### config.mk
export PLATFORM = sky130hd
export DESIGN_NAME = fadd_norm_round
export DESIGN_NICKNAME = d
export VERILOG_FILES = /design/src/rtl/fadd_norm_round.sv
export SDC_FILE = /design/constraint.sdc
export NUM_CORES = 1
export LEC_CHECK = 0
export CORE_MARGIN = 2
export CORE_UTILIZATION = 65
export CTS_BUF_LIST = sky130_fd_sc_hd__clkbuf_4 sky130_fd_sc_hd__clkbuf_8
export DETAILED_ROUTE_END_ITERATION = 7
export PLACE_DENSITY = 0.95
export RECOVER_POWER = 100
export SLEW_MARGIN = 30
export SYNTH_ARGS = -nofsm -noshare
export SYNTH_HDL_FRONTEND = slang
export SYNTH_SLANG_ARGS = --single-unit
export TNS_END_PERCENT = 5
### constraint.sdc
create_clock -name clk -period 32.6 [get_ports clk]
set_input_delay 6.52 -clock clk [delete_from_list [all_inputs] [get_ports clk]]
set_output_delay 6.52 -clock clk [all_outputs]
set_load 0.02 [all_outputs]
### src/rtl/fadd_norm_round.sv
// Normalise-and-round back end of the binary32 adder: two-stage valid/ready pipeline producing packed IEEE-754.
// Define FADD_NR_RNE_EN for round-to-nearest-even; otherwise rounds toward zero and saturates on overflow.
module fadd_norm_round #(
    parameter int unsigned EXP_W  = 8,
    parameter int unsigned FRAC_W = 23
) (
    input  logic                    clk,
    input  logic                    rstn,
    input  logic                    in_valid,
    output logic                    in_ready,
    input  logic                    in_sign,
    input  logic [EXP_W-1:0]        in_exp,
    input  logic [FRAC_W+3:0]       in_mant,
    input  logic                    in_sticky,
    output logic                    out_valid,
    input  logic                    out_ready,
    output logic [EXP_W+FRAC_W:0]   out_d,
    output logic                    out_overflow,
    output logic                    out_underflow
);

    localparam int unsigned MANT_W = FRAC_W + 4;
    localparam int unsigned NORM_W = MANT_W - 1;
    localparam int unsigned RND_W  = FRAC_W + 2;
    localparam int unsigned LZ_W   = $clog2(NORM_W + 1);
    localparam int unsigned XE_W   = EXP_W + 2;
    localparam int unsigned E1_W   = EXP_W + 1;
    localparam int unsigned F1_W   = FRAC_W + 1;
    localparam int unsigned DATA_W = EXP_W + FRAC_W + 1;
    localparam logic [EXP_W-1:0] EXP_MAX = '1;

`ifdef FADD_NR_RNE_EN
    localparam bit RNE = 1'b1;
`else
    localparam bit RNE = 1'b0;
`endif

    // Leading zeros counted from the hidden-bit position downward.
    function automatic logic [LZ_W-1:0] lead_zeros(input logic [NORM_W-1:0] m);
        logic [LZ_W-1:0] n;
        logic            found;
        n     = '0;
        found = 1'b0;
        for (int i = NORM_W - 1; i >= 0; i--) begin
            if (!found) begin
                if (m[i]) found = 1'b1;
                else      n = n + LZ_W'(1);
            end
        end
        return n;
    endfunction

    // Infinity under RNE; largest finite magnitude when truncating.
    function automatic logic [DATA_W-1:0] ovf_value(input logic sign);
        if (RNE) return {sign, EXP_MAX, {FRAC_W{1'b0}}};
        return {sign, EXP_MAX - EXP_W'(1), {FRAC_W{1'b1}}};
    endfunction

    logic                adv;
    logic                load1;

    logic                s1_valid_q,  s1_valid_d;
    logic                s1_sign_q,   s1_sign_d;
    logic [EXP_W-1:0]    s1_exp_q,    s1_exp_d;
    logic [RND_W-1:0]    s1_mant_q,   s1_mant_d;
    logic                s1_sticky_q, s1_sticky_d;
    logic                s1_zero_q,   s1_zero_d;
    logic                s1_uf_q,     s1_uf_d;
    logic                s1_of_q,     s1_of_d;

    logic                out_valid_q, out_valid_d;
    logic [DATA_W-1:0]   out_d_q,     out_d_d;
    logic                out_of_q,    out_of_d;
    logic                out_uf_q,    out_uf_d;

    logic [LZ_W-1:0]     lz;
    logic [XE_W-1:0]     xexp;
    logic [FRAC_W-1:0]   frac;
    logic                rnd_g;
    logic                rnd_s;
    logic                rnd_inc;
    logic [F1_W-1:0]     frac_sum;
    logic [E1_W-1:0]     exp_rnd;

    assign adv      = !out_valid_q || out_ready;
    assign load1    = adv && in_valid;
    assign in_ready = adv;

    // Stage 1: classify and normalise the raw sum.
    always_comb begin
        s1_valid_d  = adv ? in_valid : s1_valid_q;
        s1_sign_d   = s1_sign_q;
        s1_exp_d    = s1_exp_q;
        s1_mant_d   = s1_mant_q;
        s1_sticky_d = s1_sticky_q;
        s1_zero_d   = s1_zero_q;
        s1_uf_d     = s1_uf_q;
        s1_of_d     = s1_of_q;
        lz          = lead_zeros(in_mant[NORM_W-1:0]);
        xexp        = '0;
        if (load1) begin
            s1_sign_d   = in_sign;
            s1_exp_d    = '0;
            s1_mant_d   = '0;
            s1_sticky_d = in_sticky;
            s1_zero_d   = 1'b0;
            s1_uf_d     = 1'b0;
            s1_of_d     = 1'b0;
            if (in_exp == EXP_MAX) begin
                s1_of_d = 1'b1;
            end else if (in_mant == '0) begin
                // Only sticky left means a nonzero magnitude too small to represent.
                s1_zero_d = !in_sticky;
                s1_uf_d   = in_sticky;
                s1_sign_d = in_sign && in_sticky;
            end else begin
                if (in_mant[MANT_W-1]) begin
                    s1_mant_d   = in_mant[MANT_W-2:1];
                    s1_sticky_d = in_sticky || in_mant[0];
                    xexp        = XE_W'(in_exp) + XE_W'(1);
                end else begin
                    s1_mant_d = in_mant[NORM_W-2:0] << lz;
                    xexp      = XE_W'(in_exp) - XE_W'(lz);
                end
                if (xexp[XE_W-1] || xexp == '0) s1_uf_d = 1'b1;
                else if (xexp >= XE_W'(EXP_MAX)) s1_of_d = 1'b1;
                else s1_exp_d = xexp[EXP_W-1:0];
            end
        end
    end

    // Stage 2: round, handle fraction carry-out and pack the result.
    always_comb begin
        frac        = s1_mant_q[RND_W-1:2];
        rnd_g       = s1_mant_q[1];
        rnd_s       = s1_mant_q[0] || s1_sticky_q;
        rnd_inc     = RNE && rnd_g && (rnd_s || frac[0]);
        frac_sum    = {1'b0, frac} + F1_W'(rnd_inc);
        exp_rnd     = {1'b0, s1_exp_q} + E1_W'(frac_sum[FRAC_W]);
        out_valid_d = adv ? s1_valid_q : out_valid_q;
        out_d_d     = out_d_q;
        out_of_d    = out_of_q;
        out_uf_d    = out_uf_q;
        if (adv && s1_valid_q) begin
            out_of_d = 1'b0;
            out_uf_d = 1'b0;
            if (s1_zero_q) begin
                out_d_d = '0;
            end else if (s1_uf_q) begin
                out_d_d  = {s1_sign_q, {(DATA_W-1){1'b0}}};
                out_uf_d = 1'b1;
            end else if (s1_of_q || exp_rnd >= E1_W'(EXP_MAX)) begin
                out_d_d  = ovf_value(s1_sign_q);
                out_of_d = 1'b1;
            end else begin
                out_d_d = {s1_sign_q, exp_rnd[EXP_W-1:0], frac_sum[FRAC_W-1:0]};
            end
        end
    end

    always_ff @(posedge clk) begin
        if (!rstn) begin
            s1_valid_q  <= 1'b0;
            s1_sign_q   <= 1'b0;
            s1_exp_q    <= '0;
            s1_mant_q   <= '0;
            s1_sticky_q <= 1'b0;
            s1_zero_q   <= 1'b0;
            s1_uf_q     <= 1'b0;
            s1_of_q     <= 1'b0;
            out_valid_q <= 1'b0;
            out_d_q     <= '0;
            out_of_q    <= 1'b0;
            out_uf_q    <= 1'b0;
        end else begin
            s1_valid_q  <= s1_valid_d;
            s1_sign_q   <= s1_sign_d;
            s1_exp_q    <= s1_exp_d;
            s1_mant_q   <= s1_mant_d;
            s1_sticky_q <= s1_sticky_d;
            s1_zero_q   <= s1_zero_d;
            s1_uf_q     <= s1_uf_d;
            s1_of_q     <= s1_of_d;
            out_valid_q <= out_valid_d;
            out_d_q     <= out_d_d;
            out_of_q    <= out_of_d;
            out_uf_q    <= out_uf_d;
        end
    end

    assign out_valid     = out_valid_q;
    assign out_d         = out_d_q;
    assign out_overflow  = out_of_q;
    assign out_underflow = out_uf_q;

endmodule

### Word-level counts from Yosys, hierarchy flattened

Cells that the tools add are included.
Widths: inputs -> output; s select.

* bits in registers: 73
* bits of input ports: 41
* output and inout bits: 36
* logic and storage cells: 182

* add/sub/neg operators: 27
* order comparisons: 2
* equal/unequal tests: 1
* shifts and indexed selects: 1
* mux-type cells: 130
* reductions and logical operators: 10

Operators with widths (count)
* $mux 5: 50
* $add 5x1->5 const B: 25
* $mux 25: 3
* $mux 1: 66
* $mux 31: 2
* $mux 10: 4
* $mux 32: 1
* $mux 8: 4
* $logic_not 27->1: 1
* $shl 25x5->25: 1
* $ge 10x8->1 const B: 1
* $logic_not 10->1: 1
* $add 8x1->9 const B: 1
* $sub 8x5->9: 1
* $eq 8x8->1 const B: 1
* $ge 8x8->1 const B: 1
* $logic_and 1x1->1: 3
* $logic_or 1x1->1: 3
* $logic_not 1->1: 2

### Depth between registers and ports, before layout

Gate-level depths: netlist of the first run.

* depth after elaboration: 86
* depth in mapped cells: 79
* gate-level depth less buffers: 77

### Worst setup path after synthesis of the first run

OpenSTA, ideal clock, no wires.

* kind: input-to-reg
* start point: input in_mant[23]
* end point: register s1_exp_q[3]
* setup time: 118 ps
* arrival time: 19084 ps
* data required time: 32482 ps
* slack: 13397 ps
* stages: 76
* path buffers: 3
* cells stage by stage: buf_2 > or4_1 > buf_2 > and2_1 > ha_1 > nor2b_1 > o211ai_1 > o21ai_0 > o21ai_0 > ha_1 > mux2i_1 > a21oi_1 > a21oi_2 > a21oi_1 > ha_1 > nor2b_1 > a311oi_1 > o21ai_0 > [40 not listed] > o21ai_0 > a21oi_1 > o21ai_1 > inv_1 > clkbuf_1 > fa_1 > nor2b_1 > o21ai_0 > nand2b_1 > xnor2_1 > o21ai_0 > nor2_1 > nand4_1 > or4_1 > o211ai_1 > nor2_1 > a22oi_1 > nor2b_1

* cells in the longest elaborated chain, start to end: 81

Ends and longest elaborated chain
* start, declared: line 13 `input logic [FRAC_W+3:0] in_mant,`
* $mux 5: line 46 `if (m[i]) found = 1'b1;`
* $mux 5: line 45 `if (!found) begin`
* $add 5x1->5: line 47 `else n = n + LZ_W'(1);`
* $mux 5: line 46
* $mux 5: line 45
* $add 5x1->5: line 47
* $mux 5: line 46
* $mux 5: line 45
* [65 not listed]
* $mux 10: line 111 `end else if (in_mant == '0) begin`
* $mux 10: line 109 `if (in_exp == EXP_MAX) begin`
* $mux 10: line 101 `if (load1) begin`
* $ge 10x8->1 / $logic_not 10->1 (equally long branches): line 126, 125
* $mux 8 / $logic_or 1x1->1 (equally long branches): line 126, 125
* $mux 8: line 125 `if (xexp[XE_W-1] || xexp == '0) s1_uf_d = 1'b1;`
* $mux 8 *: line 111
* $mux 8 *: line 109
* end signal, assigned: line 178 `s1_exp_q <= s1_exp_d;`
* end, declared: line 64 `logic [EXP_W-1:0] s1_exp_q, s1_exp_d;`

Every way passes the cells marked *; elsewhere a longest branch is shown, timed or not. The select of a mux whose other input is x is not followed.
A chain may end at the register's enable or synchronous reset.

### Final worst setup path of the first run

* start point: input in_mant[22]
* end point: register s1_exp_q[7]

* cells in the longest elaborated chain, start to end: 78

Ends and longest elaborated chain (line)
* $mux 5: 46
* $mux 5: 45
* $add 5x1->5: 47
* $mux 5: 46
* $mux 5: 45
* $add 5x1->5: 47
* $mux 5: 46
* $mux 5: 45
* [62 not listed]
* $mux 10: 111
* $mux 10: 109
* $mux 10: 101
* $ge 10x8->1 / $logic_not 10->1 (equally long branches): 126, 125
* $mux 8 / $logic_or 1x1->1 (equally long branches): 126, 125
* $mux 8: 125
* $mux 8 *: 111
* $mux 8 *: 109

Marks and branches as above.

==> metrics, run 1 <==
outcome finished with violations; violated checks design-rule violations, max-capacitance violations, max-slew violations; DRC Markers 13; WL/cell 17.2 um; I/O pin cnt 77; number of max-cap violations 1; synth warn 0; Layout area overhead 12.9%; Crit Path Max Fanout 29; Leakage approximately 3.3 nW; die area 12200 um2; CP Class in2reg; total grt overflow 0; gpl congestion slightly above 1; first-pass GRT wire length 34800 um; Syn Inst Count 1044; Crit-path slowest cell clkbuf_1; Worst-Margin Slew 2.05 ns; power per standard cell area 28.9 nW/um2; Fmax 44.5 MHz; Post-CTS Hold Buffers 0; CP required around 33 ns; CTS root buf clkbuf_8; R2R depth 12; pin count of the biggest net entering global routing 60; Final #Nets between 1000 and 1500; Overall Global Routing Usage approximately a third; Pre-antenna DRT Iters 8; Vias approximately 8000; post-CTS setup buffer count 0; minimum clock period about 22 ns; initial antenna violation count 0; Critical Path Sink Type flip-flop; Largest register FFs 32; Syn Nets about 1100; CP startpoint kind input pin; worst stage delay on the critical path about 0.95 ns; asr flop ratio synth 0%; vias in the first global route 7371; Post-synth EDFFs 0; TritonCTS Sinks 71; Initial DRC Count 1000; post-route setup slack around 10 ns; # fillers 835; Die X roughly 110 um; core area 10900 um2; Final Util 76.1%; Hold Path Class reg2reg; initial core utilization slightly below 70%; clock buffer depth 2; Stages on worst setup path 75; Inserted Diodes 0; Synth Flop Type dfxtp_1; maximum VDD drop roughly 0.030 mV; post-synthesis sequential area ratio about a fifth; Power Internal about 0.00016 W; Sequential Power Share 39.6%; share of post-route cells with drive strength above 1 under 10%; final hold vios 0; clock slew seen by the registers of the worst setup and hold paths 0.08 ns; synth unique cells 79; hold depth 2; final cycle utilization of the critical path approximately 70%; critical path's most frequent cell ha_1; number of synthesized register bits between 70 and 80; RSZ-0062 raised after global routing no; max-slew headroom at the worst pin -36.5%; Fin Clk Skew between 0.008 and 0.009 ns; Post-DP HPWL about 16000 um; CTS H-Tree Depth 3; TritonCTS clock tree done; Cell Rows 38; Comb power frac a little under a third; Seq. cell area roughly 1400 um2; Avg Synthesized Cell Area between 7 and 8 um2; area of the multi-input gates between 5000 and 6000 um2; Via-to-Cell Ratio 6.55; ANT nets after route 0; WL final approximately 21000 um; Slew Limit Fails 60; clock latency on the worst-skew pair about 0.35 ns; synthesized cell area between 7000 and 8000 um2; post-route setup TNS 0 ns; Switching Fraction 34.3%; pre-CTS setup slack 11.26 ns; P_sw slightly above 0.00008 W; CP Buf/Inv Count 5; delay-heaviest family, CP compound AO/OA/AOI/OAI gates; cts repair resizes 0; Port-buffer cells between 70 and 80; final setup fails 0; CP arrival between 20 and 25 ns; clock power share roughly 29%; CTS Buf Count 9; Die Y 110 um
## Yosys cell counts, types with 6 or more instances
library cell	n	area [um2]
o22ai_1	7	43.8
xor2_1	13	114
nand2b_1	15	93.8
o21ai_1	10	50.1
a31oi_1	7	43.8
a21boi_0	34	255
nor2b_1	33	206
buf_2	13	65.1
o211ai_1	17	128
or4_1	7	52.6
o311ai_1	8	70.1
nand3_1	33	165
o21ai_0	94	470
nor2_1	88	330
xnor2_1	35	307
a22oi_1	22	165
mux2i_1	39	390
inv_1	34	128
nor3b_1	6	45.0
and3_1	15	93.8
clkbuf_1	46	173
nand4_1	7	43.8
and2_1	14	87.6
nor3_1	17	85.1
nand2_1	158	593
ha_1	29	363
dfxtp_1	71	1420
mux2_2	12	135
a21oi_1	56	280
## per-stage QoR
stage / hold slack (ns) / total power (W) / instance area [um2] / cells
final: 0.466 / 0.000240 / 8320 / 1222
after global routing: 0.492 / 0.000252 / 8320 / 1222
after CTS: 0.469 / 0.000239 / 8330 / 1222
after detailed placement: 0.458 / 0.000170 / 8130 / 1206
after global placement: 0.448 / 0.000168 / 8130 / 1206
after floorplan: 0.436 / 0.000147 / 7370 / 1044
## worst register-to-register path, cell delays in order, from the launching register on
cell and delay, ns:
dfxtp_1 0.32, nor2b_1 0.16, inv_1 0.12, nand2_1 0.07, buf_4 0.22, a21oi_1 0.27, nand2_1 0.29, inv_1 0.15
nand2_1 0.11, nor2_1 0.41, nand2_1 0.17, or2_0 0.32, o21ai_0 0.20
## cells by family after synthesis
group / Yosys count / share of synthesized area, %
AND/OR/NAND/NOR: 419 / 27.2
AO/OA/AOI/OAI: 310 / 26.7
buffers and inverters: 101 / 5.52
flip-flops: 71 / 19.3
XOR/XNOR: 57 / 8.20
multiplexers: 52 / 7.32
adder cells (fa/ha/maj): 34 / 5.74
## worst paths after layout
kind | startpoint | end | slack (ns)
hold reg to reg | out_d[6] | out_d[6] | 0.47
hold / removal | out_d[6] | out_d[6] | 0.47
setup / recovery | in_mant[22] | s1_exp_q[7] | 10.13
setup reg to reg | out_valid | s1_mant_q[6] | 29.72
## final cells by class
type | count | share of cell area, %
Multi-Input combinational cell | 872 | 66.9
Sequential cell | 71 | 17.1
Timing Repair Buffer | 87 | 10.0
Tap cell | 140 | 2.11
Inverter | 36 | 1.62
Clock buffer | 10 | 1.58
Clock inverter | 6 | 0.737
## power groups by stage
stage	sequential [W]	combinational, W	clock, W
after floorplan	0.0000980	0.0000491	0
after global placement	0.0000968	0.0000713	0
after detailed placement	0.0000969	0.0000733	0
after CTS	0.0000950	0.0000742	0.0000700
after global routing	0.0000955	0.0000820	0.0000742
final	0.0000951	0.0000750	0.0000700
## routing by layer
layer	routed length [um]	share of wire, %	vias to the layer above	global-route usage, %
li1	-	-	3795	-
met5	0	0	-	0
met4	698	3.3	0	10.8
met1	8890	42	3716	43.3
met2	9750	46	413	55.9
met3	1660	7.9	79	7.24
## layout by cell type, fill, tap and decap left out, drive strengths merged, types with 7 or more instances in the layout
cell,count
ha,29
a31oi,7
or4,7
buf,8
nor2,88
a21boi,34
dlygate4sd3,39
nand2,158
o21ai,104
o311ai,10
and3,15
o211ai,17
mux2i,40
a22oi,22
inv,35
nor3,18
a21oi,58
xnor2,39
dfxtp,71
nor2b,34
xor2,14
clkbuf,13
clkdlybuf4s50,37
nand3,33
and2,14
mux2,12
nand2b,15
o22ai,7
nand4,7
(Power assumes the default switching activity.)
==> inputs of run 2 (changes only) <==
--- a/config.mk
+++ b/config.mk
@@ -6,10 +6,10 @@
 export NUM_CORES = 1
 export LEC_CHECK = 0
 export CORE_MARGIN = 2
-export CORE_UTILIZATION = 65
+export CORE_UTILIZATION = 54
 export CTS_BUF_LIST = sky130_fd_sc_hd__clkbuf_4 sky130_fd_sc_hd__clkbuf_8
 export DETAILED_ROUTE_END_ITERATION = 7
-export PLACE_DENSITY = 0.95
+export PLACE_DENSITY = 0.9
 export RECOVER_POWER = 100
 export SLEW_MARGIN = 30
 export SYNTH_ARGS = -nofsm -noshare
==> constraint.sdc (replaced) <==
create_clock -name clk -period 20.6 [get_ports clk]
set_input_delay 4.12 -clock clk [delete_from_list [all_inputs] [get_ports clk]]
set_output_delay 4.12 -clock clk [all_outputs]
set_load 0.02 [all_outputs]
==> run 2 against run 1 <==
- the flow still finishes with violations (design-rule violations, max-capacitance violations, max-slew violations)
- sequential cell count unchanged
- critical path type unchanged
- global-route usage down 5.2 points
- largest cell class unchanged
- highest routed layer unchanged
- critical path depth up 3
- setup slack worse by 8.3 ns
- count of clock-buffer cells in the layout up 2
- final cell count up 2.9%
- register-to-register slack worse by 12 ns
- design area up 0.26%
- first-iteration DRC count down 22%
==> metrics, run 2 (synthesis results as in run 1) <==
r2r setup slk 17.46 ns (was 29.72 ns); commonest non-fill, non-tap cell in the layout nand2_1 (unchanged); Leakage 3.29 nW (about the same); cts repair resizes 0 (unchanged); pin count of the biggest net entering global routing 60 (unchanged); post-route setup slack 1.80 ns (was 10.13 ns); minimum clock period 18.80 ns; final hold vios 0 (unchanged); Initial DRC Count 784 (was 1000); Critical Path Sink Type flip-flop (unchanged); post-CTS setup buffer count 0 (unchanged); fin cells 1257 (was 1222); CP arrival 19.04 ns (was 22.71 ns); final cycle utilization of the critical path around nine tenths; final setup fails 0 (unchanged); total grt overflow 0 (unchanged); first-pass GRT wire length 34100 um (was 34800 um); Die X 121 um (was 110 um); most frequent cells in the layout nand2_1, o21ai_0, nor2_1 (unchanged); clock latency on the worst-skew pair 0.35 ns (about the same); WL final 20800 um (was 21000 um); I/O pin cnt 77 (unchanged); core area 13300 um2 (was 10900 um2); RR Endpoint s1_mant_q[6] (unchanged); post-route setup TNS 0 ns (unchanged); CTS Buf Count 9 (unchanged); Crit Path Max Fanout 29 (unchanged); Worst-Margin Slew 1.95 ns (was 2.05 ns); Inserted Diodes 0 (unchanged); TritonCTS clock tree done (unchanged); Cell Rows 42 (was 38); die area 14600 um2 (was 12200 um2); min-delay src out_d[13] (was out_d[6]); worst hold path endpoint out_d[13] (was out_d[6]); Fin Clk Skew 0.00597 ns (was 0.00887 ns); R2R depth 11 (was 12); Pre-antenna DRT Iters 8 (unchanged); RSZ-0062 raised after global routing no (unchanged); CP Class in2reg (unchanged); Layout area overhead 13.1% (was 12.9%); Vias 7797 (was 8003); clock slew seen by the registers of the worst setup and hold paths 0.07 ns (was 0.08 ns); Final #Nets 1147 (was 1148); Post-DP HPWL 15800 um (was 15500 um); Slew Limit Fails 60 (unchanged); reg2reg start out_valid (unchanged); power per standard cell area 43.9 nW/um2 (was 28.9 nW/um2); Inst Count DP 1241 (was 1206); Post-CTS Hold Buffers 0 (unchanged); worst stage delay on the critical path 0.71 ns (was 0.95 ns); CTS root buf clkbuf_8 (unchanged); Via-to-Cell Ratio 6.20 (was 6.55); violated checks design-rule violations, max-capacitance violations, max-slew violations (unchanged); vias in the first global route 7274 (was 7371); number of max-cap violations 1 (unchanged); critical path's most frequent cell ha_1 (unchanged); gpl congestion 0.946 (was 1.03); Fin Hold WS 0.465 ns (was 0.466 ns); Fmax about 53 MHz; CP required 20.84 ns (was 32.84 ns); CP startpoint kind input pin (unchanged); CTS H-Tree Depth 3 (unchanged); Port-buffer cells 76 (unchanged); maximum VDD drop 0.0280 mV (was 0.0299 mV); pre-CTS setup slack 1.73 ns (was 11.26 ns); WL/cell 16.5 um (was 17.2 um); outcome finished with violations (unchanged); Hold Path Class reg2reg (unchanged); clock buffer depth 2 (unchanged); Final Util 62.7% (was 76.1%); DRC Markers 2 (was 13); Overall Global Routing Usage 28.4% (was 33.6%); Largest register FFs 32 (unchanged); max-slew headroom at the worst pin -29.9% (was -36.5%); TritonCTS Sinks 71 (unchanged); Die Y 121 um (was 110 um); hold depth 2 (unchanged); share of post-route cells with drive strength above 1 5.27% (was 5.36%); initial core utilization 55.4% (was 67.4%); initial antenna violation count 0 (unchanged); ANT nets after route 0 (unchanged); Crit-path slowest cell or4_1 (was clkbuf_1)
==> run 2: cell count changes in the layout (fill, tap and decap cells not counted), moves of 2 or more <==
cell      before  now
mux2_2        12   10
clkbuf_1       3    1
and2_1         8   10
and2_0         6    4
mux2_1         0    2
o311ai_0      10    8
o311ai_1       0    2
clkbuf_4       1    3
==> run 2: area by class of cell <==
class                   instances  area, um2
multi-input cells             872       5560
flip-flops and latches         71       1420
clock inverters                 4       22.5
clock buffers                  12        146
repair buffers                 86        832
inverters                      36        135
fillers                      1180       4960
well taps                     176        220
==> run 2: critical path, delay by kind of cell <==
kind | cells | cell delay, ns
multiplexers | 3 | 0.63
AO/OA/AOI/OAI | 23 | 4.23
AND/OR/NAND/NOR | 31 | 4.69
adder cells (fa/ha/maj) | 12 | 3.36
XOR/XNOR | 4 | 0.55
buffers and inverters | 5 | 1.46
==> run 2: routing by layer <==
metal,global-route usage (%),part of all wire (%),vias to the layer above
met3,4.34,7.4,65
met2,47.7,46,369
met5,0,0,-
li1,-,-,3808
met1,36.4,44,3555
met4,11.2,3.5,0
==> run 2: metrics by stage <==
step                      total power, W  area, um2
after floorplan                 0.000233       7370
after global placement          0.000268       8170
after detailed placement        0.000270       8170
after CTS                       0.000367       8340
after global routing            0.000386       8340
final                           0.000366       8340
==> run 2: worst max-delay path by stage <==
stage	to	slack (ns)	from	cells after the start
6_report	s1_exp_q[5]	1.80	in_mant[22]	78
3_5_place_dp	s1_exp_q[3]	1.73	in_mant[22]	78
5_1_grt	s1_exp_q[5]	0.27	in_mant[22]	78
3_3_place_gp	s1_exp_q[4]	2.22	in_mant[22]	78
2_1_floorplan	s1_exp_q[3]	3.80	in_mant[23]	76
4_1_cts	s1_exp_q[5]	2.03	in_mant[22]	78
==> run 2: power breakdown <==
group / leakage (nW) / internal (W) / switching [W]
logic: 2.62 / 0.0000475 / 0.0000703
registers: 0.580 / 0.000145 / 0.00000464
clock network: 0.0904 / 0.0000471 / 0.0000515
total: 3.29 / 0.000240 / 0.000126
